$ cat src/rtl/wand_bus_arbiter.sv
// Round-robin single-owner sequencer for a wired-AND bus with hold limit and idle-high turnaround.
// Optional contention flag is compiled in with the WAND_ARB_CONTENTION_EN macro.
module wand_bus_arbiter #(
  parameter int N_REQ      = 4,
  parameter int MAX_HOLD   = 16,
  parameter int TURNAROUND = 1
) (
  input  logic             clk,
  input  logic             rst_n,
  input  logic [N_REQ-1:0] req,
  input  logic [N_REQ-1:0] drv,
  output logic [N_REQ-1:0] gnt,
  output logic             bus_out,
  output logic             busy,
  output logic             timeout
`ifdef WAND_ARB_CONTENTION_EN
  ,
  output logic             err_contention
`endif
);

  localparam int PW = $clog2(N_REQ);
  localparam int HW = $clog2(MAX_HOLD);
  localparam int TW = (TURNAROUND > 1) ? $clog2(TURNAROUND) : 1;

  localparam logic [1:0] S_IDLE  = 2'd0;
  localparam logic [1:0] S_GRANT = 2'd1;
  localparam logic [1:0] S_TURN  = 2'd2;

  logic [1:0]       state_q, state_d;
  logic [PW-1:0]    ptr_q, ptr_d;
  logic [PW-1:0]    owner_q, owner_d;
  logic [HW-1:0]    hold_q, hold_d;
  logic [TW-1:0]    turn_q, turn_d;
  logic [N_REQ-1:0] gnt_q, gnt_d;
  logic             bus_q, bus_d;
  logic             busy_q, busy_d;
  logic             timeout_q, timeout_d;

  logic             arb_found;
  logic [PW-1:0]    arb_win;
  logic [PW-1:0]    arb_ptr_next;
  logic [PW:0]      arb_idx;

  // Search upward from ptr, wrapping at N_REQ; the first requester found wins.
  always_comb begin
    arb_found = 1'b0;
    arb_win   = '0;
    arb_idx   = '0;
    for (int i = 0; i < N_REQ; i++) begin
      arb_idx = {1'b0, ptr_q} + (PW+1)'(i);
      if (arb_idx >= (PW+1)'(N_REQ)) arb_idx = arb_idx - (PW+1)'(N_REQ);
      if (!arb_found && req[arb_idx[PW-1:0]]) begin
        arb_found = 1'b1;
        arb_win   = arb_idx[PW-1:0];
      end
    end
    arb_ptr_next = (arb_win == PW'(N_REQ-1)) ? '0 : arb_win + 1'b1;
  end

  always_comb begin
    state_d   = state_q;
    ptr_d     = ptr_q;
    owner_d   = owner_q;
    hold_d    = hold_q;
    turn_d    = turn_q;
    gnt_d     = '0;
    bus_d     = 1'b1;
    timeout_d = 1'b0;
    case (state_q)
      S_GRANT: begin
        gnt_d = gnt_q;
        // Release wins over timeout when both land in the same cycle.
        if (!req[owner_q] || hold_q == HW'(MAX_HOLD-1)) begin
          state_d   = S_TURN;
          gnt_d     = '0;
          turn_d    = '0;
          timeout_d = req[owner_q];
        end else begin
          hold_d = hold_q + 1'b1;
          bus_d  = drv[owner_q];
        end
      end
      S_TURN: begin
        if (turn_q == TW'(TURNAROUND-1)) begin
          state_d = S_IDLE;
        end else begin
          turn_d = turn_q + 1'b1;
        end
      end
      default: state_d = S_IDLE;
    endcase
    if ((state_q == S_IDLE || (state_q == S_TURN && turn_q == TW'(TURNAROUND-1))) && arb_found) begin
      state_d        = S_GRANT;
      gnt_d          = '0;
      gnt_d[arb_win] = 1'b1;
      owner_d        = arb_win;
      hold_d         = '0;
      ptr_d          = arb_ptr_next;
    end
    busy_d = (state_d != S_IDLE);
  end

  always_ff @(posedge clk or negedge rst_n) begin
    if (!rst_n) begin
      state_q   <= S_IDLE;
      ptr_q     <= '0;
      owner_q   <= '0;
      hold_q    <= '0;
      turn_q    <= '0;
      gnt_q     <= '0;
      bus_q     <= 1'b1;
      busy_q    <= 1'b0;
      timeout_q <= 1'b0;
    end else begin
      state_q   <= state_d;
      ptr_q     <= ptr_d;
      owner_q   <= owner_d;
      hold_q    <= hold_d;
      turn_q    <= turn_d;
      gnt_q     <= gnt_d;
      bus_q     <= bus_d;
      busy_q    <= busy_d;
      timeout_q <= timeout_d;
    end
  end

  assign gnt     = gnt_q;
  assign bus_out = bus_q;
  assign busy    = busy_q;
  assign timeout = timeout_q;

`ifdef WAND_ARB_CONTENTION_EN
  logic err_q, err_d;

  // A non-owner trying to pull low while requesting is flagged; its drive never reaches the bus.
  always_comb err_d = (state_q == S_GRANT) && |(req & ~drv & ~gnt_q);

  always_ff @(posedge clk or negedge rst_n) begin
    if (!rst_n) err_q <= 1'b0;
    else        err_q <= err_d;
  end

  assign err_contention = err_q;
`endif

endmodule
$ cat config.mk
export PLATFORM = sky130hd
export DESIGN_NAME = wand_bus_arbiter
export DESIGN_NICKNAME = d
export VERILOG_FILES = /design/src/rtl/wand_bus_arbiter.sv
export SDC_FILE = /design/constraint.sdc
export NUM_CORES = 1
export LEC_CHECK = 0
export ABC_AREA = 1
export CAP_MARGIN = 30
export CORE_UTILIZATION = 30
export CTS_CLUSTER_SIZE = 10
export DETAILED_ROUTE_END_ITERATION = 8
export PLACE_DENSITY = 0.62
export SLEW_MARGIN = 20
export SYNTH_ARGS = -nofsm -noshare
export SYNTH_HDL_FRONTEND = slang
export SYNTH_SLANG_ARGS = --single-unit
export TNS_END_PERCENT = 1
$ cat constraint.sdc
create_clock -name clk -period 1.9 [get_ports clk]
set_clock_uncertainty 0.2 [all_clocks]
set_input_delay 0.19 -clock clk [delete_from_list [all_inputs] [get_ports clk]]
set_output_delay 0.19 -clock clk [all_outputs]
set_load 0.05 [all_outputs]
After elaboration in Yosys (flattened, before gate mapping). Cells that the tools add are included. W data, S select, Z words.

Output and inout bits: 7. Input bits: 10. Register bits: 18. Word-level logic and storage cells: 100.

Magnitude comparators: 11. $add $sub $neg: 10. Eq/ne operators: 7. Reduce and logical (&&, ||, !) cells: 18. Bitwise logic cells: 1. Multiplexer cells: 44.

Operators by type and width (number): $mux W2 (12); $mux W4 (6); $lt A2 B3 Y1 const B (6); $mux W1 (17); $bmux W1 S2 (6); $ge A3 B3 Y1 const B (3); $sub A2 B1 Y2 const B (4); $add A2 B2 Y3 const B (2); $logic_and A1 B1 Y1 (6); $reduce_bool A2 Y1 (3); $add A4 B1 Y4 const B (1); $eq A2 B2 Y1 const B (2); $eq A4 B4 Y1 const B (1); $logic_not A1 Y1 (4); $pmux W2 S2 (1); $reduce_and A2 Y1 (2); $add A2 B1 Y3 const B (1); $ge A2 B3 Y1 const B (1); $ne A3 B3 Y1 const B (1); $add A2 B1 Y2 const B (1); $demux W1 S2 (1); $eq A2 B1 Y1 const B (1); $ge A2 B1 Y1 const B (1); $logic_not A2 Y1 (1); other kinds (6) (7).

Depth between registers and ports, before layout.
Word-level depth: 19. Gate-level depth with buffers: 16. Mapped depth without buffers: 16.

Worst setup path before layout. No wires, ideal clock.

Path type: reg2reg. Start point: register ptr_q[0]. End point: register ptr_q[1]. Library setup time: 0.076 ns. Arrival: 1.587 ns. Cell stages (with the launch flop): 14. Slack: 0.037 ns. Clock period less this slack: 1.863 ns. Required time: 1.624 ns. Buffers on the path: 1. Cells stage by stage: dfrtp_1 > buf_6 > nand2_1 > nand3_1 > nand2_2 > clkinv_1 > nand2_1 > nand2_1 > nand2_1 > inv_2 > nand2_1 > inv_1 > ha_1 > o21ai_1.

Longest elaborated chain between the ends: 16. Elaborated cells on any way between the ends: 41. Classes of those cells: add/sub (8); order compare (4); eq/ne (1); mux (21); reduce/logical (7).

Ends and longest elaborated chain: start: declaration (line 31) `logic [PW-1:0] ptr_q, ptr_d;`; start signal: assignment (line 117) `ptr_q <= ptr_d;`; parallel branches: the longest is 16 deep, another holds $add A2 B1 Y3.

Several ways; the timed one is not identified. The select of a mux whose other input is x is not followed. A chain may end at the register's enable or synchronous reset.

Worst setup path after layout.
Start point: register ptr_q[0]. End point: register ptr_q[0].

Longest elaborated chain between the ends: 16. Elaborated cells on any way between the ends: 41. Classes of those cells: add/sub (8); order compare (4); eq/ne (1); mux (21); reduce/logical (7).

Ends and longest elaborated chain: parallel branches: the longest is 13 deep, another holds $add A2 B1 Y3; $mux W2 * (line 53) `if (!arb_found && req[arb_idx[PW-1:0]]) begin`; net arb_win[1] (line 41) `logic [PW-1:0] arb_win;`; $eq A2 B2 Y1 * (line 58) `arb_ptr_next = (arb_win == PW'(N_REQ-1)) ? '0 : arb_win + 1'b1;`; $mux W2 * (line 58).

Mark *: on every way through the listed nets, which the timed path passes. The select of a mux whose other input is x is not followed.

==> impl_results.md <==
- Status: finished, violations left
- Failing checks: negative setup slack
- Port buffer count: 16
- Leak: 0.8744 nW
- Gr usage total: 0.1441
- Flip-flop and latch area: 427.9 sq um
- Largest net degree at the start of global routing: 18
- Least-Margin Pin Slew: 0.4869 ns
- Fin worst setup slack: -0.08321 ns
- Detailed Routing Iterations Pass 1: 3
- Area of the multi-input gates: 680.7 sq um
- DRC: 0
- Post-DP HPWL: 1856 um
- Layout Cells excl Fill: 246
- P&R area growth vs syn: 46.08%
- Slew Limit Headroom: 0.6744
- Avg Inst Size Synth: 7.259 sq um
- Ys flop type: dfrtp_1
- Kind of start point of the critical path: flip-flop
- Cell variety after synth: 23
- EDFF count, synth: 0
- Core outline area: 0.003468 sq mm
- Synthesized area: 0.001132 sq mm
- Num ports: 17
- Synth Warn #: 0
- Synth area leaders: dfrtp_1 (35%), nand2_1 (18%), nand3_1 (9.3%)
- Root Buffer: clkbuf_8
- Avg WL per Cell: 10.40 um
- Syn nets: 174
- Vias in the first global route: 1,055
- Placed Cells: 238
- Final Hold Fails: 0
- Register area share after synthesis: 0.3768
- DIE AREA: 0.004024 sq mm
- Max Fclk: 0.5042 GHz
- H-tree depth: 1
- Setup TNS Final: -0.5326 ns
- GPL Wtd Cong: 0.8694
- Hold Path Class: input port to async pin
- Cell mode on critical path: nand2_1
- DP Area: 0.001480 sq mm
- Max Cap Viol: 0
- Flops & latches, synth: 17
- P per Cell Area: 2010 mW/mm^2
- Share of flip-flops with an asynchronous set or reset: 1.000
- Final ANT Viol Nets: 0
- Initial antenna violation count: 0
- Via count: 1,107
- Grt total ovfl: 0
- RSZ-0062 raised after global routing: yes
- Final period utilization: 1.044
- Minimum clock period: 1.983 ns
- Crit. End Element: flip-flop
- Initial Util: 0.3265
- Nets: 219
- Hold buffer count at cts: 0
- Synth Instances: 156
- Cell taking the most area after synthesis: dfrtp_1
- Fillers: 363
- Final setup vio count: 10
- # rows: 21
- Slowest library cell on the worst path: dfrtp_2
- Synth cell count leaders: nand2_1 (54), nand3_1 (21), dfrtp_1 (16), inv_1 (16), nor2_1 (9)
- Worst path cell trace: buf_6, nand2_1, nand2_2, buf_4, a31oi_1, nand3_2, ha_2, inv_2, nand2_1, a21oi_2
- Clock sinks: 17
- Largest stage delay, worst path: 0.48 ns
- CP Class: flip-flop to flip-flop
- Die width: 63.44 um
- Antenna Cells: 0
- Crit path DAT: 1.97 ns
- Routed WL: 2559 um
- Vias per cell: 4.500
- Clk Latency, worst-skew pair: 0.26 ns
- Final instance area: 0.001654 sq mm
- Worst reg2reg path depth: 10
- Worst Path Required: 1.88 ns
- Clock Pin Slew Worst Setup and Hold Paths: 0.07 ns
- Max-slew violations: 0
- Most common cell in the netlist: nand2_1
- First-pass GRT wire length: 4588 um
- CP max FO: 6
- Die height: 63.44 um
- Initial DRC count: 29
- Worst IR Drop VDD: 1.044 mV
- CTS tree: done
- Yosys top cell area share: 0.3536
- CTS buffer count: 3
- Layout cells sized above 1: 0.3450
- Clock tree buffer depth: 2
-- cells by family after synthesis --
family | synth area share
buffers and inverters | 0.09282
adders and majority gates | 0.08840
xor gates and xnor gates | 0.01547
and+or+nand+nor | 0.3735
AOI/OAI and AO/OA | 0.05304
DFF | 0.3768
-- layout make-up --
cell class / instances / share of cell area
Clock buffer: 4 / 0.02723
Inverter: 22 / 0.05522
Multi-Input combinational cell: 115 / 0.4115
Sequential cell: 17 / 0.2587
Tap cell: 46 / 0.03480
Timing Repair Buffer: 41 / 0.2095
Timing Repair inverter: 1 / 0.003026
-- layout by cell type, fill, tap and decap left out, types with 4 or more instances in the layout --
cell type / n
ha_1: 7
nand2_2: 11
nand2_1: 43
inv_2: 6
o21ai_1: 4
nand3_1: 18
buf_4: 27
clkdlybuf4s50_1: 11
nor2_1: 9
dfrtp_1: 15
inv_1: 13
-- sequential cells by signal, indices dropped and copies added (netlist names) --
signal / cells
owner_q: 2
busy: 1
ptr_q: 2
gnt: 4
hold_q: 4
bus_out: 1
state_q: 2
timeout: 1
-- path summary, 6_finish.rpt --
check                                     start                      to  slack [ns]
min in group clk             gnt[1]$_DFFE_PN0P_      gnt[1]$_DFFE_PN0P_        0.31
max in group asynchronous                 rst_n       bus_out$_DFF_PN1_        1.19
setup reg to reg           ptr_q[0]$_DFFE_PN0P_    ptr_q[0]$_DFFE_PN0P_       -0.08
hold / removal                            rst_n  owner_q[1]$_DFFE_PN0P_        0.06
hold reg to reg              gnt[1]$_DFFE_PN0P_      gnt[1]$_DFFE_PN0P_        0.31
setup / recovery           ptr_q[0]$_DFFE_PN0P_    ptr_q[0]$_DFFE_PN0P_       -0.08
-- layer usage --
metal  vias to the layer above  wire length (um)  track usage
li1                        584                 -            -
met1                       506              1333       0.1912
met2                        14              1112       0.2301
met3                         3                98      0.03986
met4                         0                14      0.03409
met5                         -                 0            0
-- power by group --
group | total, mW | internal (mW) | leakage, nW | switching, mW
Sequential | 0.636 | 0.509 | 0.216 | 0.127
Clock | 0.275 | 0.149 | 0.0228 | 0.125
Combinational | 2.41 | 1.05 | 0.635 | 1.36
Total | 3.32 | 1.71 | 0.874 | 1.61
-- critical path, delay by kind of cell (launching register included) --
family / cells / cell delay, ns
flops: 1 / 0.48
fa+ha+maj: 1 / 0.22
compound gates: 2 / 0.32
buf+inv: 3 / 0.33
simple gates: 4 / 0.36
-- timing repair --
item	in CTS	in global routing
cloned	0	1
pin swaps	11	3
setup buffers	3	0
setup endpoints to repair	15	15
resized for setup	26	7
-- per-stage QoR --
stage	hold WS (ns)	utilization	setup slack, ns	power, mW
global route	0.08621	0.4769	-0.2183	3.669
global placement	0.2909	0.4268	-0.2633	2.662
finish	0.05631	0.4769	-0.08321	3.324
floorplan	-0.3056	-	0.03699	1.951
CTS	0.06436	0.4693	-0.06256	3.278
detailed placement	0.2966	0.4268	-0.2883	2.675
No activity file was read; power rests on OpenSTA's default activity.
